<file path="src/rtl/id_ex_stage.sv">
// ID/EX pipeline register: latches operands, immediate and decoded control for EX,
// with write-back bypass, register-zero forcing and load-use bubble insertion.
module id_ex_stage #(
   parameter int DATA_W  = 32,
   parameter int REG_AW  = 5,
   parameter int ALUOP_W = 4
) (
   input  logic               Clk,
   input  logic               Reset,
   input  logic               Flush,
   input  logic               Stall,
   input  logic               in_valid,
   input  logic [REG_AW-1:0]  Rs,
   input  logic [REG_AW-1:0]  Rt,
   input  logic [REG_AW-1:0]  Rd,
   input  logic [DATA_W-1:0]  Data1,
   input  logic [DATA_W-1:0]  Data2,
   input  logic [DATA_W-1:0]  Imm,
   input  logic               RegWrite_in,
   input  logic               MemRead_in,
   input  logic               MemWrite_in,
   input  logic               MemToReg_in,
   input  logic               ALUSrc_in,
   input  logic [ALUOP_W-1:0] ALUOp_in,
   input  logic               WB_RegWrite,
   input  logic [REG_AW-1:0]  WB_Rd,
   input  logic [DATA_W-1:0]  WB_Data,
   output logic               ex_valid,
   output logic [REG_AW-1:0]  ex_Rs,
   output logic [REG_AW-1:0]  ex_Rt,
   output logic [REG_AW-1:0]  ex_Rd,
   output logic [DATA_W-1:0]  ex_A,
   output logic [DATA_W-1:0]  ex_B,
   output logic [DATA_W-1:0]  ex_Imm,
   output logic               ex_RegWrite,
   output logic               ex_MemRead,
   output logic               ex_MemWrite,
   output logic               ex_MemToReg,
   output logic               ex_ALUSrc,
   output logic [ALUOP_W-1:0] ex_ALUOp,
   output logic               LoadUseStall
);

   // The register file writes on the same edge we sample, so a concurrent WB write is bypassed here.
   function automatic logic [DATA_W-1:0] operand_sel(
      input logic [REG_AW-1:0] addr,
      input logic [DATA_W-1:0] rf_data,
      input logic              wb_we,
      input logic [REG_AW-1:0] wb_rd,
      input logic [DATA_W-1:0] wb_data
   );
      if (addr == '0)
         return '0;
      else if (wb_we && (wb_rd == addr) && (wb_rd != '0))
         return wb_data;
      else
         return rf_data;
   endfunction

   logic [DATA_W-1:0]  w_a_p0;
   logic [DATA_W-1:0]  w_b_p0;
   logic               w_lus_p0;

   logic               r_vld_p1;
   logic [REG_AW-1:0]  r_rs_p1;
   logic [REG_AW-1:0]  r_rt_p1;
   logic [REG_AW-1:0]  r_rd_p1;
   logic [DATA_W-1:0]  r_a_p1;
   logic [DATA_W-1:0]  r_b_p1;
   logic [DATA_W-1:0]  r_imm_p1;
   logic               r_regwrite_p1;
   logic               r_memread_p1;
   logic               r_memwrite_p1;
   logic               r_memtoreg_p1;
   logic               r_alusrc_p1;
   logic [ALUOP_W-1:0] r_aluop_p1;

   assign w_a_p0 = operand_sel(Rs, Data1, WB_RegWrite, WB_Rd, WB_Data);
   assign w_b_p0 = operand_sel(Rt, Data2, WB_RegWrite, WB_Rd, WB_Data);

   // Rt is compared even for formats that don't read it; a spurious bubble is harmless.
   assign w_lus_p0 = in_valid & r_vld_p1 & r_memread_p1 & (r_rd_p1 != '0)
                   & ((r_rd_p1 == Rs) | (r_rd_p1 == Rt)) & ~Stall;

   // ID -> EX boundary
   always_ff @(posedge Clk) begin
      if (Reset || Flush || (!Stall && w_lus_p0)) begin
         r_vld_p1      <= 1'b0;
         r_rs_p1       <= '0;
         r_rt_p1       <= '0;
         r_rd_p1       <= '0;
         r_a_p1        <= '0;
         r_b_p1        <= '0;
         r_imm_p1      <= '0;
         r_regwrite_p1 <= 1'b0;
         r_memread_p1  <= 1'b0;
         r_memwrite_p1 <= 1'b0;
         r_memtoreg_p1 <= 1'b0;
         r_alusrc_p1   <= 1'b0;
         r_aluop_p1    <= '0;
      end else if (!Stall) begin
         r_vld_p1      <= in_valid;
         r_rs_p1       <= Rs;
         r_rt_p1       <= Rt;
         r_rd_p1       <= Rd;
         r_a_p1        <= w_a_p0;
         r_b_p1        <= w_b_p0;
         r_imm_p1      <= Imm;
         r_regwrite_p1 <= in_valid & RegWrite_in;
         r_memread_p1  <= in_valid & MemRead_in;
         r_memwrite_p1 <= in_valid & MemWrite_in;
         r_memtoreg_p1 <= in_valid & MemToReg_in;
         r_alusrc_p1   <= in_valid & ALUSrc_in;
         r_aluop_p1    <= in_valid ? ALUOp_in : '0;
      end
   end

   assign ex_valid     = r_vld_p1;
   assign ex_Rs        = r_rs_p1;
   assign ex_Rt        = r_rt_p1;
   assign ex_Rd        = r_rd_p1;
   assign ex_A         = r_a_p1;
   assign ex_B         = r_b_p1;
   assign ex_Imm       = r_imm_p1;
   assign ex_RegWrite  = r_regwrite_p1;
   assign ex_MemRead   = r_memread_p1;
   assign ex_MemWrite  = r_memwrite_p1;
   assign ex_MemToReg  = r_memtoreg_p1;
   assign ex_ALUSrc    = r_alusrc_p1;
   assign ex_ALUOp     = r_aluop_p1;
   assign LoadUseStall = w_lus_p0;

endmodule
</file>
<file path="config.mk">
export PLATFORM = sky130hd
export DESIGN_NAME = id_ex_stage
export DESIGN_NICKNAME = d
export VERILOG_FILES = /design/src/rtl/id_ex_stage.sv
export SDC_FILE = /design/constraint.sdc
export NUM_CORES = 1
export LEC_CHECK = 0
export CAP_MARGIN = 20
export CORE_MARGIN = 2
export CORE_UTILIZATION = 33
export CTS_BUF_LIST = sky130_fd_sc_hd__clkbuf_8
export DETAILED_ROUTE_END_ITERATION = 12
export PLACE_DENSITY = 0.7
export SLEW_MARGIN = 10
export SYNTH_ARGS = -nofsm -noshare
export SYNTH_HDL_FRONTEND = slang
export SYNTH_SLANG_ARGS = --single-unit
</file>
<file path="constraint.sdc">
create_clock -name Clk -period 2.3 [get_ports Clk]
set_input_delay 0.69 -clock Clk [delete_from_list [all_inputs] [get_ports Clk]]
set_output_delay 0.69 -clock Clk [all_outputs]
set_load 0.02 [all_outputs]
</file>
==> report_table.html <==
<table>
<tr><th>Metric</th><th>Value</th></tr>
<tr><th colspan="2">Synthesis</th></tr>
<tr><td>Commonest register cell after synthesis</td><td>sky130_fd_sc_hd__dfxtp_1</td></tr>
<tr><td>Number of warning messages in the yosys log</td><td>0</td></tr>
<tr><td>Synthesized cell area</td><td>5980 um^2</td></tr>
<tr><td>Syn Area/Cell</td><td>approximately 9 um^2</td></tr>
<tr><td>EDFF count, synth</td><td>0</td></tr>
<tr><td>Syn Nets</td><td>just over 800</td></tr>
<tr><td>Post-synthesis sequential element count</td><td>121</td></tr>
<tr><td>Post-synthesis instance total</td><td>645</td></tr>
<tr><td>Sequential cell area fraction in the yosys report</td><td>40.5%</td></tr>
<tr><td>Cells taking the most area after synthesis</td><td>sky130_fd_sc_hd__dfxtp_1 (40%), sky130_fd_sc_hd__mux2_4 (15%), sky130_fd_sc_hd__nand2_1 (12%)</td></tr>
<tr><td>Number of distinct library cells after synthesis</td><td>25</td></tr>
<tr><td>Library cell with the highest instance count after synthesis</td><td>sky130_fd_sc_hd__nand2_1</td></tr>
<tr><td>Post-synth top area share</td><td>40.5%</td></tr>
<tr><td>Cell taking the most area after synthesis</td><td>sky130_fd_sc_hd__dfxtp_1</td></tr>
<tr><td>Synth top cells by count</td><td>sky130_fd_sc_hd__nand2_1 (192), sky130_fd_sc_hd__dfxtp_1 (121), sky130_fd_sc_hd__nor2_1 (63)</td></tr>
<tr><td>Share of synthesized registers carrying an async set or reset</td><td>0%</td></tr>
<tr><th colspan="2">Cells and area</th></tr>
<tr><td>Ant. Diodes</td><td>0</td></tr>
<tr><td>P&amp;R area growth vs syn</td><td>66.0%</td></tr>
<tr><td>Final #Nets</td><td>about 1.1k</td></tr>
<tr><td># fillers</td><td>1651</td></tr>
<tr><td>Final cell area excluding filler cells</td><td>9930 um^2</td></tr>
<tr><td>Share of cells above drive strength 1</td><td>24.0%</td></tr>
<tr><th colspan="2">Drt</th></tr>
<tr><td>Total wire length after detailed routing</td><td>about 19 mm</td></tr>
<tr><td>First-iteration detailed-routing DRC count</td><td>220</td></tr>
<tr><td>Top layer reached by signal wires</td><td>met4</td></tr>
<tr><td>Pre-antenna DRT Iters</td><td>4</td></tr>
<tr><td>Vias after detailed routing</td><td>about 5.6k</td></tr>
<tr><td>M1 WL</td><td>7.73 mm</td></tr>
<tr><td>Detail-routed via count per cell</td><td>~4.7</td></tr>
<tr><td>Wire per inst</td><td>15.6 um</td></tr>
<tr><td>Met2 wire length</td><td>around 9 mm</td></tr>
<tr><td>Total met3 wirelength after detailed routing</td><td>between 1 and 1.5 mm</td></tr>
<tr><td>Number of routed nets with antenna violations</td><td>0</td></tr>
<tr><td>Final routed DRC violation total</td><td>0</td></tr>
<tr><th colspan="2">Critical path</th></tr>
<tr><td>Crit. End Element</td><td>primary output</td></tr>
<tr><td>Count of cells along the worst register-to-register path</td><td>12</td></tr>
<tr><td>Critical path class</td><td>input pin to primary output</td></tr>
<tr><td>Critical Path Start Type</td><td>input pin</td></tr>
<tr><td>WP data required</td><td>1.61 ns</td></tr>
<tr><td>Largest fanout on the critical path</td><td>2</td></tr>
<tr><td>Worst path arrival time</td><td>1.68 ns</td></tr>
<tr><th colspan="2">CTS</th></tr>
<tr><td>TritonCTS clock tree</td><td>done</td></tr>
<tr><td>Number of buffers inserted during clock tree synthesis</td><td>17</td></tr>
<tr><td>CTS root buffer</td><td>sky130_fd_sc_hd__clkbuf_8</td></tr>
<tr><td>Clock latency on the worst-skew pair</td><td>between 0.4 and 0.5 ns</td></tr>
<tr><td>Clock slew at reported path FFs</td><td>0.08 ns</td></tr>
<tr><td>Clock Sinks</td><td>121</td></tr>
<tr><td>Number of levels the H-tree was split into</td><td>4</td></tr>
<tr><td>Hold bufs inserted after CTS</td><td>0</td></tr>
<tr><td>Max Root-Sink Buffers</td><td>2</td></tr>
<tr><th colspan="2">STA</th></tr>
<tr><td>Worst Skew</td><td>0.0126 ns</td></tr>
<tr><td>Slew HR</td><td>39.8%</td></tr>
<tr><td>Slew of the pin with the lowest slew margin</td><td>0.903 ns</td></tr>
<tr><td>Final critical-path setup slack</td><td>-0.0656 ns</td></tr>
<tr><td>Unrepaired setup endpoints after global routing</td><td>yes</td></tr>
<tr><td>Sum of negative setup slack</td><td>-0.0656 ns</td></tr>
<tr><td>Maximum frequency from static timing analysis</td><td>0.423 GHz</td></tr>
<tr><td>Fraction of the cycle the final worst path needs</td><td>103%</td></tr>
<tr><td>Fin. Hold Viols</td><td>0</td></tr>
<tr><td>Final setup violation count</td><td>1</td></tr>
<tr><td>Final max-slew violation count</td><td>0</td></tr>
<tr><td>Shortest period the worst path allows</td><td>2.37 ns</td></tr>
<tr><th colspan="2">Global routing</th></tr>
<tr><td>Global-route wire length before repair</td><td>just over 30 mm</td></tr>
<tr><td>Remaining global-route overflow</td><td>0</td></tr>
<tr><td>Number of antenna violations at the first check in global routing</td><td>0</td></tr>
<tr><td>Maximum number of pins on one net before global-route repair</td><td>66</td></tr>
<tr><td>Tot GR Track Use</td><td>approximately a fifth</td></tr>
<tr><td>Number of global-route vias before repair</td><td>5793</td></tr>
<tr><th colspan="2">Floorplanning</th></tr>
<tr><td>Horizontal extent of the die</td><td>roughly 140 um</td></tr>
<tr><td># rows</td><td>49</td></tr>
<tr><td>Count of boundary I/O pins</td><td>between 200 and 300</td></tr>
<tr><td>Initial Utilization</td><td>33.4%</td></tr>
<tr><td>Area of the core</td><td>17900 um^2</td></tr>
<tr><td>Chip Height</td><td>139 um</td></tr>
<tr><td>Die area</td><td>19200 um^2</td></tr>
<tr><th colspan="2">Placement</th></tr>
<tr><td>Post-placement cell area</td><td>9440 um^2</td></tr>
<tr><td>RePlAce Congestion</td><td>0.853</td></tr>
<tr><td>Half-perimeter wire length after detailed placement</td><td>between 10 and 15 mm</td></tr>
<tr><td>Number of input and output port buffers inserted</td><td>around 280</td></tr>
<tr><th colspan="2">Power and ir drop</th></tr>
<tr><td>Lkg Pwr</td><td>0.00391 uW</td></tr>
<tr><td>Power density over cell area</td><td>524 nW/um^2</td></tr>
<tr><td>Largest vdd supply drop</td><td>0.000331 V</td></tr>
<tr><th colspan="2">Job</th></tr>
<tr><td>Reported max-cap violation count</td><td>0</td></tr>
<tr><th colspan="2">Min path</th></tr>
<tr><td>Path type of the worst min-delay path</td><td>register to register</td></tr>
<tr><td>Hold Crit Depth</td><td>2</td></tr>
<tr><th colspan="2">Status</th></tr>
<tr><td>Violations in the final reports</td><td>negative setup slack</td></tr>
<tr><td>Run status</td><td>finished, violations left</td></tr>
</table>
[worst max-delay path, stage by stage]
cell,delay [ns]
sky130_fd_sc_hd__clkdlybuf4s15_1,0.23
sky130_fd_sc_hd__xor2_1,0.19
sky130_fd_sc_hd__nor3_2,0.18
sky130_fd_sc_hd__a22oi_2,0.11
sky130_fd_sc_hd__nor3_2,0.12
sky130_fd_sc_hd__buf_4,0.16
[cell type report]
| cell class | count | area [um^2] | share of cell area (%) |
|---|---|---|---|
| Tap cell | 229 | 287 | 2.89 |
| Clock inverter | 15 | 150 | 1.51 |
| Clock buffer | 17 | 234 | 2.36 |
| Sequential cell | 121 | 2430 | 24.5 |
| Timing Repair Buffer | 343 | 3440 | 34.6 |
| Multi-Input combinational cell | 478 | 3390 | 34.1 |
[routing by layer]
metal | up-vias | global-route usage [%]
li1 | 2764 | -
met1 | 2600 | 22.7
met2 | 222 | 32.8
met3 | 40 | 7.22
met4 | 0 | 8.72
met5 | - | 0
[cell usage in the layout, fill, tap and decap left out, types with 4 or more instances in the layout]
cell type	count
sky130_fd_sc_hd__a21oi_1	5
sky130_fd_sc_hd__a21oi_2	60
sky130_fd_sc_hd__a22oi_1	9
sky130_fd_sc_hd__buf_12	13
sky130_fd_sc_hd__buf_4	45
sky130_fd_sc_hd__clkbuf_8	17
sky130_fd_sc_hd__clkdlybuf4s50_1	265
sky130_fd_sc_hd__dfxtp_1	117
sky130_fd_sc_hd__dlygate4sd2_1	14
sky130_fd_sc_hd__inv_6	6
sky130_fd_sc_hd__inv_8	5
sky130_fd_sc_hd__mux2_2	4
sky130_fd_sc_hd__mux2_4	60
sky130_fd_sc_hd__mux2i_1	47
sky130_fd_sc_hd__nand2_1	192
sky130_fd_sc_hd__nor2_1	62
sky130_fd_sc_hd__xnor2_1	6
sky130_fd_sc_hd__xor2_1	14
[cells by family (layout without fill, tap and decap cells)]
kind of cell / Yosys count / count (layout) / share of synthesized area [%]
mux: 111 / 111 / 23.7
compound gates: 79 / 79 / 11.1
flops: 121 / 121 / 40.5
xor+xnor: 20 / 20 / 2.93
simple gates: 268 / 268 / 17.9
buf+inv: 46 / 375 / 3.97
[state kept, by name, indices dropped and copies added (netlist names)]
signal and cells:
ex_Rd 5, ex_ALUSrc 1, ex_A 32, ex_MemToReg 1
ex_B 32, ex_MemWrite 1, ex_Rs 5, ex_Rt 5
ex_Imm 32, ex_MemRead 1, ex_RegWrite 1, ex_ALUOp 4
ex_valid 1
[what timing repair did]
item                                    4_1_cts  5_1_grt
pin swaps                                    11        3
endpoints found under the setup margin       47       53
buffers inserted                             10        0
resized for setup                            36        3
[stage by stage]
step | cells | hold slack, ns | util [%] | power (uW) | worst slack, ns
2_1_floorplan | 645 | 0.530 | - | 2760 | 0.132
3_3_place_gp | 1161 | 0.445 | 52.7 | 3350 | -0.817
3_5_place_dp | 1161 | 0.455 | 52.7 | 3360 | -0.858
4_1_cts | 1203 | 0.467 | 55.4 | 5290 | -0.0879
5_1_grt | 1203 | 0.483 | 55.5 | 5470 | -0.139
6_report | 1203 | 0.458 | 55.5 | 5210 | -0.0656
[report_power, final]
part	switching [uW]	total [uW]	internal, uW
clock	1070	1880	813
sequential	37.3	2200	2160
combinational	482	1130	645
[path summary, 6_finish.rpt]
| check | from | end | slack, ns |
|---|---|---|---|
| worst min-delay path | ex_A[10]$_SDFFE_PP0N_ | ex_A[10]$_SDFFE_PP0N_ | 0.46 |
| worst max register to register | ex_Rd[1]$_SDFFE_PP0N_ | ex_B[31]$_SDFFE_PP0N_ | 0.11 |
| worst max-delay path | Rs[3] | LoadUseStall | -0.07 |
| worst min register to register | ex_A[10]$_SDFFE_PP0N_ | ex_A[10]$_SDFFE_PP0N_ | 0.46 |
(Power assumes the default switching activity.)
